File: src/rtl/vp_pkg.sv
// Shared definitions for the vector result path: default widths, accumulator
// FSM states and a width-generic sign-extension helper.
package vp_pkg;

    localparam int DATA_W_DEF = 16;
    localparam int ACC_W_DEF  = 32;

    typedef enum logic [0:0] {
        IDLE  = 1'b0,
        ACCUM = 1'b1
    } acc_state_t;

    // Sign-extends the low from_w bits of value to 64 bits (from_w in 1..64).
    function automatic logic [63:0] sign_extend(input logic [63:0] value,
                                                input logic [6:0]  from_w);
        logic [6:0]         sh;
        logic signed [63:0] shifted;
        sh      = 7'd64 - from_w;
        shifted = $signed(value << sh);
        return shifted >>> sh;
    endfunction

endpackage

File: src/rtl/vp_sync_fifo.sv
// Single-clock FIFO with occupancy count; the head reads as zero when empty.
module vp_sync_fifo #(
    parameter int WIDTH = 32,
    parameter int DEPTH = 4
) (
    input  logic                       clk,
    input  logic                       rst,
    input  logic                       i_push,
    input  logic [WIDTH-1:0]           i_data,
    input  logic                       i_pop,
    output logic [WIDTH-1:0]           o_data,
    output logic [$clog2(DEPTH+1)-1:0] o_count,
    output logic                       o_full,
    output logic                       o_empty
);

    localparam int AW    = $clog2(DEPTH);
    localparam int CNT_W = $clog2(DEPTH + 1);

    logic [WIDTH-1:0] r_mem [DEPTH];
    logic [AW-1:0]    r_wr_ptr;
    logic [AW-1:0]    r_rd_ptr;
    logic [CNT_W-1:0] r_count;
    logic             w_pop_ok;
    logic             w_push_ok;

    // A pop in the same cycle frees the slot a push into a full FIFO needs.
    assign w_pop_ok  = i_pop & ~o_empty;
    assign w_push_ok = i_push & (~o_full | w_pop_ok);

    assign o_count = r_count;
    assign o_full  = (r_count == CNT_W'(DEPTH));
    assign o_empty = (r_count == {CNT_W{1'b0}});
    assign o_data  = o_empty ? {WIDTH{1'b0}} : r_mem[r_rd_ptr];

    // Storage write port (contents deliberately not reset).
    always_ff @(posedge clk) begin
        if (w_push_ok) begin
            r_mem[r_wr_ptr] <= i_data;
        end
    end

    // Pointer and occupancy bookkeeping.
    always_ff @(posedge clk or negedge rst) begin
        if (!rst) begin
            r_wr_ptr <= {AW{1'b0}};
            r_rd_ptr <= {AW{1'b0}};
            r_count  <= {CNT_W{1'b0}};
        end else begin
            if (w_push_ok) begin
                r_wr_ptr <= r_wr_ptr + AW'(1'b1);
            end
            if (w_pop_ok) begin
                r_rd_ptr <= r_rd_ptr + AW'(1'b1);
            end
            case ({w_push_ok, w_pop_ok})
                2'b10:   r_count <= r_count + CNT_W'(1'b1);
                2'b01:   r_count <= r_count - CNT_W'(1'b1);
                default: r_count <= r_count;
            endcase
        end
    end

endmodule

File: src/rtl/vector_result_buffer.sv
// Captures reduced dot-product results, optionally accumulates partial sums,
// and queues finished values for a consumer behind a valid/ready handshake.
module vector_result_buffer
    import vp_pkg::*;
#(
    parameter int DATA_W = DATA_W_DEF,
    parameter int ACC_W  = ACC_W_DEF,
    parameter int DEPTH  = 4
) (
    input  logic                       clk,
    input  logic                       rst,
    input  logic                       save_c,
    input  logic [DATA_W-1:0]          c_in,
    input  logic                       acc_mode,
    input  logic                       c_last,
    output logic                       out_valid,
    input  logic                       out_ready,
    output logic [ACC_W-1:0]           out_data,
    output logic [$clog2(DEPTH+1)-1:0] count,
    output logic                       full,
    output logic                       empty,
    output logic                       overflow,
    input  logic                       clear_ovf
);

    acc_state_t       r_state;
    acc_state_t       w_state_nxt;
    logic [ACC_W-1:0] r_acc;
    logic [ACC_W-1:0] w_acc_nxt;
    logic [ACC_W-1:0] w_c_ext;
    logic [ACC_W-1:0] w_sum;
    logic             w_push;
    logic [ACC_W-1:0] w_push_data;
    logic             w_pop;
    logic             w_drop;
    logic             r_overflow;

    assign w_c_ext = ACC_W'(sign_extend(64'(c_in), 7'(DATA_W)));
    assign w_sum   = r_acc + w_c_ext;

    // Accumulator FSM: next state, next accumulator value and push request.
    always_comb begin
        w_state_nxt = r_state;
        w_acc_nxt   = r_acc;
        w_push      = 1'b0;
        w_push_data = w_c_ext;
        case (r_state)
            IDLE: begin
                w_acc_nxt = {ACC_W{1'b0}};
                if (save_c) begin
                    if (!acc_mode || c_last) begin
                        w_push = 1'b1;
                    end else begin
                        w_acc_nxt   = w_c_ext;
                        w_state_nxt = ACCUM;
                    end
                end else begin
                    w_state_nxt = IDLE;
                end
            end
            ACCUM: begin
                if (save_c) begin
                    if (c_last) begin
                        w_push      = 1'b1;
                        w_push_data = w_sum;
                        w_acc_nxt   = {ACC_W{1'b0}};
                        w_state_nxt = IDLE;
                    end else begin
                        w_acc_nxt = w_sum;
                    end
                end else begin
                    w_state_nxt = ACCUM;
                end
            end
            default: begin
                w_state_nxt = IDLE;
                w_acc_nxt   = {ACC_W{1'b0}};
            end
        endcase
    end

    // FSM state and running sum.
    always_ff @(posedge clk or negedge rst) begin
        if (!rst) begin
            r_state <= IDLE;
            r_acc   <= {ACC_W{1'b0}};
        end else begin
            r_state <= w_state_nxt;
            r_acc   <= w_acc_nxt;
        end
    end

    assign w_pop  = out_valid & out_ready;
    assign w_drop = w_push & full & ~w_pop;

    // Sticky overflow; a new drop outranks a clear in the same cycle.
    always_ff @(posedge clk or negedge rst) begin
        if (!rst) begin
            r_overflow <= 1'b0;
        end else if (w_drop) begin
            r_overflow <= 1'b1;
        end else if (clear_ovf) begin
            r_overflow <= 1'b0;
        end else begin
            r_overflow <= r_overflow;
        end
    end

    assign overflow  = r_overflow;
    assign out_valid = ~empty;

    vp_sync_fifo #(
        .WIDTH (ACC_W),
        .DEPTH (DEPTH)
    ) u_fifo (
        .clk     (clk),
        .rst     (rst),
        .i_push  (w_push),
        .i_data  (w_push_data),
        .i_pop   (out_ready),
        .o_data  (out_data),
        .o_count (count),
        .o_full  (full),
        .o_empty (empty)
    );

endmodule

File: config.mk
export PLATFORM = sky130hd
export DESIGN_NAME = vector_result_buffer
export DESIGN_NICKNAME = d
export VERILOG_FILES = /design/src/rtl/vp_pkg.sv /design/src/rtl/vp_sync_fifo.sv /design/src/rtl/vector_result_buffer.sv
export SDC_FILE = /design/constraint.sdc
export NUM_CORES = 1
export LEC_CHECK = 0
export CAP_MARGIN = 20
export CELL_PAD_IN_SITES_DETAIL_PLACEMENT = 0
export CELL_PAD_IN_SITES_GLOBAL_PLACEMENT = 2
export CORE_ASPECT_RATIO = 1.75
export CORE_UTILIZATION = 35
export DETAILED_ROUTE_END_ITERATION = 10
export GPL_TIMING_DRIVEN = 0
export PLACE_DENSITY_LB_ADDON = 0.1
export SLEW_MARGIN = 20
export SYNTH_ARGS = -nofsm -noshare
export SYNTH_HDL_FRONTEND = slang
export SYNTH_SLANG_ARGS = --single-unit
File: constraint.sdc
create_clock -name clk -period 6.4 [get_ports clk]
set_input_delay 1.28 -clock clk [delete_from_list [all_inputs] [get_ports clk]]
set_output_delay 1.28 -clock clk [all_outputs]
set_load 0.01 [all_outputs]
== Word level (Yosys, flattened, before mapping) ==
Memory sizes are Yosys's and may differ from the RTL's.
Cells that the tools add are included.

* Bits in latches: 0
* Memory bits (read-only): 0
* Flip-flop bits (word level): 41
* Logic and storage cells: 54
* Memory bits (writable): 128
* Memories: 1
* Output and inout bits: 39

{| class="wikitable"
|+ Memories
! name !! depth !! width !! rd ports !! clocked after Yosys merged registers in !! wr ports !! RTL line !! source
|-
| u_fifo.r_mem || 4 || 32 || 1 || 0 || 1 || vp_sync_fifo.sv:20 || <nowiki>logic [WIDTH-1:0] r_mem [DEPTH];</nowiki>
|}

* Muxes and demuxes: 24
* Add/subtract/negate cells: 5
* Div/mod/pow operators: 0
* Equality and inequality tests: 4
* Shift-type cells: 0
* Bitwise logic cells: 9
* $mul: 0
* Reduce and logical (&&, ||, !) cells: 5
* $lt $le $gt $ge: 0

{| class="wikitable"
|+ Operator list
! kind !! count
|-
| $mux W32 || 8
|-
| $pmux W32 S2 || 1
|-
| $add A32 B32 Y32 || 1
|-
| $mux W1 || 12
|-
| $pmux W3 S2 || 1
|-
| $add A2 B1 Y2 const B || 2
|-
| $and A1 B1 Y1 || 4
|-
| $not A1 Y1 || 4
|-
| $pmux W1 S2 || 2
|-
| $reduce_bool A2 Y1 || 2
|-
| $add A3 B1 Y3 const B || 1
|-
| $eq A3 B3 Y1 const B || 1
|-
| $logic_not A3 Y1 || 1
|-
| $sub A3 B1 Y3 const B || 1
|-
| $eq A2 B1 Y1 const B || 1
|-
| $eq A2 B2 Y1 const B || 1
|-
| $ne A2 B2 Y1 const B || 1
|-
| $logic_not A1 Y1 || 1
|-
| $logic_or A1 B1 Y1 || 1
|-
| $or A1 B1 Y1 || 1
|}

== Depth between registers and ports, before layout ==
Gate-level depths: netlist of the first run.

* Depth after elaboration: 8
* Gate-level depth with buffers: 10
* Depth with buffers taken out: 10

== Cells and area by module ==
Synthesis of the first run repeated with hierarchy kept, for this count alone.

* Cells, all modules: 673
* Area, all modules: 8,744.6 sq um

{| class="wikitable"
|+ Modules (own cells, without submodules)
! module !! area each (sq um) !! cells an instance !! times used
|-
| vp_sync_fifo || 5,276.3 || 242 || 1
|-
| vector_result_buffer || 3,468.3 || 431 || 1
|}

== Worst setup path after synthesis of the first run ==
Ideal clock, no wire load.

* Path kind: in2reg
* Start: input port c_in[0]
* End: memory u_fifo.r_mem[0][28] (data pin)
* Cell stages on the path: 10
* Arrival time: 3,676 ps
* Library setup time: 278 ps
* Slack: 2,446 ps
* Path buffers: 0
* Required time: 6,122 ps
* Cells stage by stage: ha_1 -> fa_1 -> a21o_1 -> a221oi_2 -> o21ai_0 -> or4b_1 -> nand2_1 -> o21ai_2 -> nor4b_4 -> or3_1

* Cells in the longest elaborated chain, start to end: 4

{| class="wikitable"
|+ Ends and longest elaborated chain
! item !! RTL line !! source
|-
| start, declared || vector_result_buffer.sv:13 || <nowiki>input logic [DATA_W-1:0] c_in,</nowiki>
|-
| $add A32 B32 Y32 || vector_result_buffer.sv:39 || <nowiki>assign w_sum = r_acc + w_c_ext;</nowiki>
|-
| $mux W32 || vector_result_buffer.sv:63 || <nowiki>if (c_last) begin</nowiki>
|-
| $mux W32 || vector_result_buffer.sv:62 || <nowiki>if (save_c) begin</nowiki>
|-
| $mux W32 || vector_result_buffer.sv:47 || <nowiki>case (r_state)</nowiki>
|-
| via u_fifo.i_data[28] || vp_sync_fifo.sv:9 || <nowiki>input logic [WIDTH-1:0] i_data,</nowiki>
|-
| end, declared || vp_sync_fifo.sv:20 ||
|}

The timed path passes the listed nets, and every way through them passes these cells.

== Worst setup path after layout of the first run ==
* Start: input port c_in[15]
* End: memory u_fifo.r_mem[0][29] (data pin)

* Cells in the longest elaborated chain, start to end: 4

{| class="wikitable"
|+ Ends and longest elaborated chain
! item !! RTL line
|-
| $add A32 B32 Y32 || vector_result_buffer.sv:39
|-
| $mux W32 || vector_result_buffer.sv:63
|-
| $mux W32 || vector_result_buffer.sv:62
|-
| $mux W32 * || vector_result_buffer.sv:47
|-
| via u_fifo.i_data[29] || vp_sync_fifo.sv:9
|}

Mark *: on every way through the listed nets, which the timed path passes. The rest lies on a longest branch.

==> results of run 1 <==
==> routing by layer <==
metal	global-route usage	wire length (um)
met5	0	0
met3	0.0321	747
met2	0.374	14100
met4	0.0671	478
met1	0.224	10400
==> kinds of logic after synthesis <==
family	after synthesis	synth area share
and+or+nand+nor	228	0.130
adders and majority gates	37	0.0520
DFF	169	0.530
xor gates and xnor gates	29	0.0276
muxes	36	0.0830
buffers and inverters	71	0.0305
AOI/OAI and AO/OA	212	0.147
==> worst max-delay path: stages <==
cell and delay (ns):
clkdlybuf4s50_1 0.94, ha_1 0.57, clkbuf_1 0.34, and3_1 0.32, nand3_1 0.10, a2111oi_1 0.71, nor2_1 0.18, a21oi_1 0.35
mux2i_1 0.23, nand4_1 0.19
==> cell type report <==
| type | instances | area [um^2] |
|---|---|---|
| multi-input combinational | 542 | 4050 |
| timing repair buffer | 64 | 718 |
| inverter | 21 | 78.8 |
| clock inverter | 15 | 158 |
| sequential | 169 | 4870 |
| buffer | 50 | 201 |
| clock buffer | 17 | 425 |
| tap | 320 | 400 |
| fill | 2426 | 15000 |
==> metrics by stage <==
step,hold WS [ns],utilization,std cells,total power [mW],setup slack [ns]
3_3_place_gp,0.476,0.394,1161,3.44,0.930
6_report,0.498,0.421,1198,4.48,1.29
3_5_place_dp,0.487,0.399,1166,3.49,0.845
4_1_cts,0.505,0.421,1198,4.54,1.34
2_1_floorplan,0.454,-,782,2.70,2.45
5_1_grt,0.510,0.421,1198,4.75,1.18
==> flip-flops by register name, indices dropped and copies added (netlist names) <==
| register | flops |
|---|---|
| u_fifo.r_mem | 128 |
| u_fifo.r_wr_ptr | 2 |
| u_fifo.o_count | 3 |
| u_fifo.r_rd_ptr | 2 |
| r_acc | 32 |
| r_state | 1 |
| overflow | 1 |
==> how the worst max path moves through the flow <==
stage                     depth (start not counted)             endpoint  startpoint  slack, ns
final                                            10  u_fifo.r_mem[0][29]    c_in[15]       1.29
after global routing                             10  u_fifo.r_mem[0][29]    c_in[15]       1.18
after CTS                                        10  u_fifo.r_mem[0][29]    c_in[15]       1.34
after detailed placement                         10  u_fifo.r_mem[1][29]    c_in[15]       0.84
after global placement                           10  u_fifo.r_mem[0][29]    c_in[15]       0.93
after floorplan                                  10  u_fifo.r_mem[0][28]     c_in[0]       2.45
==> Yosys cell counts (all sizes together) (3+ instances only) <==
| library cell | count |
|---|---|
| nand3 | 15 |
| a21oi | 55 |
| o22ai | 6 |
| and4 | 4 |
| inv | 21 |
| xnor2 | 18 |
| nand2b | 6 |
| nand2 | 61 |
| o21a | 10 |
| o211ai | 9 |
| o21ai | 65 |
| edfxtp | 128 |
| mux4 | 32 |
| clkbuf | 40 |
| a31oi | 10 |
| ha | 35 |
| xor2 | 11 |
| nor3b | 5 |
| nor3 | 17 |
| or3 | 9 |
| nor2 | 37 |
| and2 | 39 |
| nand4 | 11 |
| dfrtp | 41 |
| and3 | 9 |
| a21o | 16 |
| buf | 10 |
| a221oi | 3 |
| a221o | 6 |
| o31ai | 4 |
| a32o | 3 |
| nor2b | 5 |
==> power by group through the flow <==
stage / logic (mW) / clock network (mW) / registers [mW]
final: 1.97 / 1.04 / 1.47
after global routing: 2.16 / 1.11 / 1.49
after CTS: 2.00 / 1.07 / 1.47
after detailed placement: 2.00 / 0 / 1.49
after global placement: 1.95 / 0 / 1.49
after floorplan: 1.22 / 0 / 1.48
==> flow_summary.yaml, run 1 <==
drt:
  drc: 0
  viasPerCell: 5.61
  via_count: 6725
  wl_um: 25800
  drt-initial-drc-count: 512
  wl_per_cell_um: 21.5
  firstDrtPassIters: 5
  detail-route-antenna-nets: 0
cells_and_area:
  drive_above_1_share: 0.101
  n_antenna_cell: 0
  layout.cells.most_common_list: "128 x edfxtp_1, 61 x nand2_1, 58 x clkdlybuf4s50_1, 57 x o21ai_0, 55 x a21oi_1"
  final_common_cell: "edfxtp_1"
  fin_area_um2: 10900
  area_growth_pct: 18.6
  fin_nets: 925
pwr:
  p_leak_nw: 4.02
  p_int_mw: 2.87
  p_comb_frac: 0.440
  p_clk_frac: 0.232
  ir_drop_uv: 175
  p_seq_frac: 0.328
  switching_share: 0.359
  cellPowerDensity_nw_per_um2: 411
  p_switching_mw: 1.61
cts:
  clock_latency_ns: 0.44
  post_cts.repair.setup_buffers: 0
  htreeDepth: 4
  cts_num_sinks: 169
  cts_buffer_depth: 2
  cts_made_buffers: 17
  cts_tree: "yes"
  cts_hold_buf: 0
  cts_resized: 0
  cts-root-buf: "clkbuf_16"
  clkSlewWorstSetupHoldPaths_ns: 0.08
setup_path:
  r2r_end: "u_fifo.r_mem[1][30]"
  critPathMaxFanout: 17
  arrival_ns: 5.22
  rrSetupSlack_ns: 2.74
  crit_type: "in2reg"
  ff2ff_path_depth: 10
  end_kind: "flop"
  cp_data_required_time_ns: 6.51
  startpoint_type: "primary input"
  r2r-start: "r_acc[0]"
floorplan:
  core_um2: 25900
  boundaryPins: 62
  start_util: 0.355
  die_h_um: 216
  dieArea_um2: 26900
  row_count: 78
  die_w_um: 125
hold_path:
  min_to: "r_acc[21]"
  hold_depth: 1
  hold_path.startpoint: "r_acc[21]"
  timing.hold.worst.class: "reg2reg"
global_routing:
  grt_use_total: 0.199
  antenna_found_initial: 0
  grt-ovfl-total: 0
  grt_max_degree: 26
  first_global_vias: 7012
  grt_pass1_wl_um: 40200
sta:
  fin_tns_setup_ns: 0
  finClkSkew_ns: 0.0141
  fin_crit_sh: 0.798
  setup_viol: 0
  worst_pin_slew_ns: 0.992
  hold_viol: 0
  slew_headroom: 0.336
  fmax_mhz: 196
  grt_setup_unrepaired: "false"
  layout_min_cycle_time_ns: 5.11
  drv_slew: 0
place:
  place.gp.congestion: 0.832
  port_buffers: 59
  dpl_cell_area_um2: 10300
  hpwl_um: 19100
synth:
  ys_async_sr_fraction: 0.243
  avgSynthCellArea_um2: 11.8
  synth.largest_area_cell: "edfxtp_1"
  synthesis.nets: 842
  yosys_most_used_dff: "edfxtp_1"
  synth_edf_count: 128
  yosysTopAreaCellShare: 0.418
  yosysWarnings: 0
  syn_inst: 782
  synth_seq_area_share: 0.530
  syn_area_um2: 9190
  synth_area_leaders: "edfxtp_1 42%, dfrtp_1 11%, mux4_2 7.8%, ha_1 4.8%, o21ai_0 3.1%"
  ys_ff_latch: 169
  ys_types: 68
status:
  status: "complete, no violations"
run:
  max_cap_viol_count: 0
Note: power is estimated with default switching activity, not from simulation.
==> inputs of run 2 (changes only) <==
==> constraint.sdc (replaced) <==
create_clock -name clk -period 4.9 [get_ports clk]
set_input_delay 0.98 -clock clk [delete_from_list [all_inputs] [get_ports clk]]
set_output_delay 0.98 -clock clk [all_outputs]
set_load 0.01 [all_outputs]
==> run 2 against run 1 <==
Compared with the run above: power increased by 31%; utilization about the same; clock-buffer cell count is the same; sequential cell count unchanged; final area hardly changed; hold slack worse by 0.055 ns; non-clock buffer count is the same; highest routed layer unchanged.
==> flow_summary.yaml, run 2 (synthesis gave the netlist of run 1 again) <==
place:
  port_buffers: 59
  place_inst: 1166
  pre_cts_ws_ns: -0.355
  hpwl_um: 19100
  place.gp.congestion: 0.832
floorplan:
  start_util: 0.355
  core_um2: 25900
  row_count: 78
  dieArea_um2: 26900
  boundaryPins: 62
  die_w_um: 125
  die_h_um: 216
drt:
  firstDrtPassIters: 5
  drt-initial-drc-count: 505
  wl_um: 25800
  detail-route-antenna-nets: 0
  route.top_layer_used: "met4"
  via_count: 6704
  drc: 0
  met3_length_um: 758
  viasPerCell: 5.60
  routed-wl-met2_um: 14100
  routedLengthMet1_um: 10500
  wl_per_cell_um: 21.5
cells_and_area:
  fin_nets: 925
  max_flop_register: "u_fifo.r_mem"
  area_growth_pct: 18.6
  final_common_cell: "edfxtp_1"
  n_antenna_cell: 0
  layout.cells.most_common_list: "128 x edfxtp_1, 61 x nand2_1, 57 x o21ai_0, 57 x clkdlybuf4s50_1, 55 x a21oi_1"
  final_core_util: 0.421
  drive_above_1_share: 0.101
  largest_reg_flops: 128
  instances_no_fill: 1198
sta:
  fmax_mhz: 230
  slew_headroom: 0.347
  hold_viol: 0
  worst_pin_slew_ns: 0.979
  fin_crit_sh: 0.887
  layout_min_cycle_time_ns: 4.35
  fin_hold_ws_ns: 0.443
  grt_setup_unrepaired: "false"
  drv_slew: 0
  fin_ws_ns: 0.552
  setup_viol: 0
  finClkSkew_ns: 0.0133
setup_path:
  crit_buf_inv: 1
  rrSetupSlack_ns: 1.24
  cp_data_required_time_ns: 5.03
  crit_top_cell: "o21ai_1"
  path_cells: "clkdlybuf4s50_1, ha_1, fa_1, a21o_1, a221oi_2, o21ai_1, a221oi_2, o21ai_1, a211oi_1, xor2_1, o21ai_1"
  cp_top_family: "compound AO/OA/AOI/OAI gates"
  startpoint_type: "primary input"
  end_kind: "flop"
  arrival_ns: 4.47
  crit_path_max_incr_delay_ns: 0.53
  critPathSlowestCell: "a221oi_2"
  critPathMaxFanout: 5
  crit_type: "in2reg"
pwr:
  cellPowerDensity_nw_per_um2: 536
  p_leak_nw: 4.03
  p_total_mw: 5.85
  ir_drop_uv: 229
global_routing:
  grt-ovfl-total: 0
  first_global_vias: 7012
  grt_max_degree: 26
  grt_use_total: 0.199
  grt_pass1_wl_um: 40200
  antenna_found_initial: 0
cts:
  clock_latency_ns: 0.44
  clkSlewWorstSetupHoldPaths_ns: 0.07
  htreeDepth: 4
  cts-root-buf: "clkbuf_16"
  cts_tree: "yes"
  cts_made_buffers: 17
  cts_num_sinks: 169
  post_cts.repair.setup_buffers: 0
  cts_buffer_depth: 2
status:
  status: "complete, no violations"
hold_path:
  timing.hold.worst.class: "in2async"
run:
  max_cap_viol_count: 0
-- run 2: layout make-up --
class	instances	area (um^2)
Fill cell	2426	15000
Sequential cell	169	4870
Clock inverter	15	158
Clock buffer	17	425
Tap cell	320	400
Inverter	21	78.8
Buffer	50	201
Multi-Input combinational cell	542	4050
Timing Repair Buffer	64	721
-- run 2: what timing repair did --
action / CTS / global route
hold buffers: 0 / 0
resized for setup: 0 / 1
endpoints found under the setup margin: 0 / 4
-- run 2: through the flow --
step           TNS [ns]  instance area (um^2)
4_1_cts               0                 10900
2_1_floorplan         0                  9190
3_5_place_dp      -4.84                 10300
3_3_place_gp      -5.34                 10200
5_1_grt               0                 10900
6_report              0                 10900
-- run 2: final timing paths --
kind | end | from | cells past startpoint
max | u_fifo.r_mem[1][30] | c_in[0] | 11
min in group clk | r_acc[21] | r_acc[21] | 1
min reg2reg | r_acc[21] | r_acc[21] | 1
min | u_fifo.r_wr_ptr[0] | rst | 1
max in group asynchronous | r_acc[0] | rst | 2
max reg2reg | u_fifo.r_mem[1][30] | r_acc[0] | 10
-- run 2: where the power goes --
group	leakage [nW]	internal, mW	switching (mW)
combinational	2.05	1.20	1.37
clock	0.286	0.723	0.634
sequential	1.69	1.82	0.0955
-- run 2: metal layers --
metal / vias to the layer above / GRT usage
li1: 3147 / -
met1: 3384 / 0.224
met2: 141 / 0.374
met3: 32 / 0.0321
met4: 0 / 0.0671
met5: - / 0
==> inputs of run 3 (changes only) <==
--- a/config.mk
+++ b/config.mk
@@ -12,6 +12,7 @@
 export CORE_UTILIZATION = 35
 export DETAILED_ROUTE_END_ITERATION = 10
 export GPL_TIMING_DRIVEN = 0
+export MAX_ROUTING_LAYER = met4
 export PLACE_DENSITY_LB_ADDON = 0.1
 export SLEW_MARGIN = 20
 export SYNTH_ARGS = -nofsm -noshare
==> run 3 against run 2 <==
Compared with the run above: clock-buffer cell count is the same; clock power about the same; sequential power about the same; clock skew hardly changed; power is essentially flat; die area unchanged; register-to-register slack hardly changed; sequential share of layout area unchanged; utilization stayed put; routed wire length about the same; first-iteration DRC count down 5.0%.
==> flow_summary.yaml, run 3 (synthesis gave the netlist of run 1 again) <==
drt:
  wl_um: 25800
  detail-route-antenna-nets: 0
  drt-initial-drc-count: 480
  viasPerCell: 5.60
  via_count: 6711
  firstDrtPassIters: 5
  drc: 0
  wl_per_cell_um: 21.5
setup_path:
  cp_data_required_time_ns: 5.02
  crit_path_max_incr_delay_ns: 0.54
  startpoint: "c_in[0]"
  end_kind: "flop"
  crit_top_cell: "o21ai_1"
  cp_top_family: "compound AO/OA/AOI/OAI gates"
  critPathMaxFanout: 5
  startpoint_type: "primary input"
  path_depth: 11
  rrSetupSlack_ns: 1.23
  arrival_ns: 4.48
  crit_end: "u_fifo.r_mem[1][30]"
  r2r-start: "r_acc[0]"
  path_cells: "clkdlybuf4s50_1, ha_1, fa_1, a21o_1, a221oi_2, o21ai_1, a221oi_2, o21ai_1, a211oi_1, xor2_1, o21ai_1"
  r2r_end: "u_fifo.r_mem[1][30]"
  critPathSlowestCell: "a221oi_2"
  crit_type: "in2reg"
  ff2ff_path_depth: 10
  crit_buf_inv: 1
place:
  hpwl_um: 19100
  dpl_cell_area_um2: 10300
  port_buffers: 59
  place.gp.congestion: 0.845
  pre_cts_ws_ns: -0.355
cts:
  clkSlewWorstSetupHoldPaths_ns: 0.07
  htreeDepth: 4
  cts_resized: 0
  post_cts.repair.setup_buffers: 0
  clock_latency_ns: 0.44
  cts_tree: "yes"
  cts-root-buf: "clkbuf_16"
  cts_made_buffers: 17
  cts_num_sinks: 169
  cts_hold_buf: 0
  cts_buffer_depth: 2
sta:
  layout_min_cycle_time_ns: 4.36
  fmax_mhz: 229
  drv_slew: 0
  fin_crit_sh: 0.889
  setup_viol: 0
  slew_headroom: 0.341
  finClkSkew_ns: 0.0133
  fin_ws_ns: 0.542
  worst_pin_slew_ns: 0.986
  hold_viol: 0
  grt_setup_unrepaired: "false"
cells_and_area:
  layout.cells.most_common_list: "128 x edfxtp_1, 61 x nand2_1, 57 x o21ai_0, 57 x clkdlybuf4s50_1, 55 x a21oi_1"
  final_common_cell: "edfxtp_1"
  max_flop_register: "u_fifo.r_mem"
  fin_nets: 925
  largest_reg_flops: 128
  final_core_util: 0.421
  nFillCells: 2426
  n_antenna_cell: 0
  fin_area_um2: 10900
  drive_above_1_share: 0.101
  area_growth_pct: 18.6
global_routing:
  antenna_found_initial: 0
  grt_use_total: 0.205
  grt-ovfl-total: 0
  grt_pass1_wl_um: 40200
  first_global_vias: 7010
  grt_max_degree: 26
floorplan:
  die_h_um: 216
  boundaryPins: 62
  start_util: 0.355
  dieArea_um2: 26900
  core_um2: 25900
  row_count: 78
  die_w_um: 125
pwr:
  p_total_mw: 5.85
  p_comb_frac: 0.440
  p_int_mw: 3.75
  p_seq_frac: 0.328
  cellPowerDensity_nw_per_um2: 536
  ir_drop_uv: 226
  switching_share: 0.359
  p_leak_nw: 4.03
  p_switching_mw: 2.10
  p_clk_frac: 0.232
hold_path:
  timing.hold.worst.class: "in2async"
run:
  max_cap_viol_count: 0
status:
  status: "complete, no violations"
run 3: cell counts in the layout (fill, tap and decap cells not counted):
No cell type changed its count.
run 3: final cells by class:
class	count	area [um^2]	area share
sequential	169	4870	0.447
timing repair buffer	64	721	0.0661
inverter	21	78.8	0.00723
tap	320	400	0.0367
clock buffer	17	425	0.0390
clock inverter	15	158	0.0145
buffer	50	201	0.0185
multi-input combinational	542	4050	0.371
run 3: routing by layer:
metal | up-vias | track usage | wire length, um
met5 | - | - | 0
met4 | 0 | 0.0671 | 413
met3 | 28 | 0.0316 | 814
met2 | 157 | 0.374 | 14200
met1 | 3378 | 0.225 | 10300
li1 | 3148 | - | -
run 3: power groups by stage:
| stage | logic [mW] | registers (mW) | clock network, mW |
|---|---|---|---|
| after floorplan | 1.59 | 1.93 | 0 |
| after global placement | 2.55 | 1.94 | 0 |
| after detailed placement | 2.61 | 1.95 | 0 |
| after CTS | 2.62 | 1.92 | 1.40 |
| after global routing | 2.82 | 1.94 | 1.45 |
| final | 2.57 | 1.92 | 1.36 |
run 3: how the worst min path moves through the flow:
stage | startpoint | endpoint | slack, ns | cells past startpoint
global placement | r_acc[11] | r_acc[11] | 0.48 | 2
CTS | rst | r_acc[22] | 0.42 | 1
global route | rst | u_fifo.o_count[2] | 0.43 | 1
finish | rst | u_fifo.r_wr_ptr[0] | 0.45 | 1
detailed placement | r_acc[11] | r_acc[11] | 0.49 | 2
floorplan | r_acc[11] | r_acc[11] | 0.45 | 2
run 3: metrics by stage:
| stage | cells | TNS, ns | hold slack [ns] |
|---|---|---|---|
| floorplan | 782 | 0 | 0.454 |
| global placement | 1161 | -5.34 | 0.476 |
| detailed placement | 1166 | -4.84 | 0.487 |
| CTS | 1198 | 0 | 0.419 |
| global route | 1198 | 0 | 0.433 |
| finish | 1198 | 0 | 0.446 |
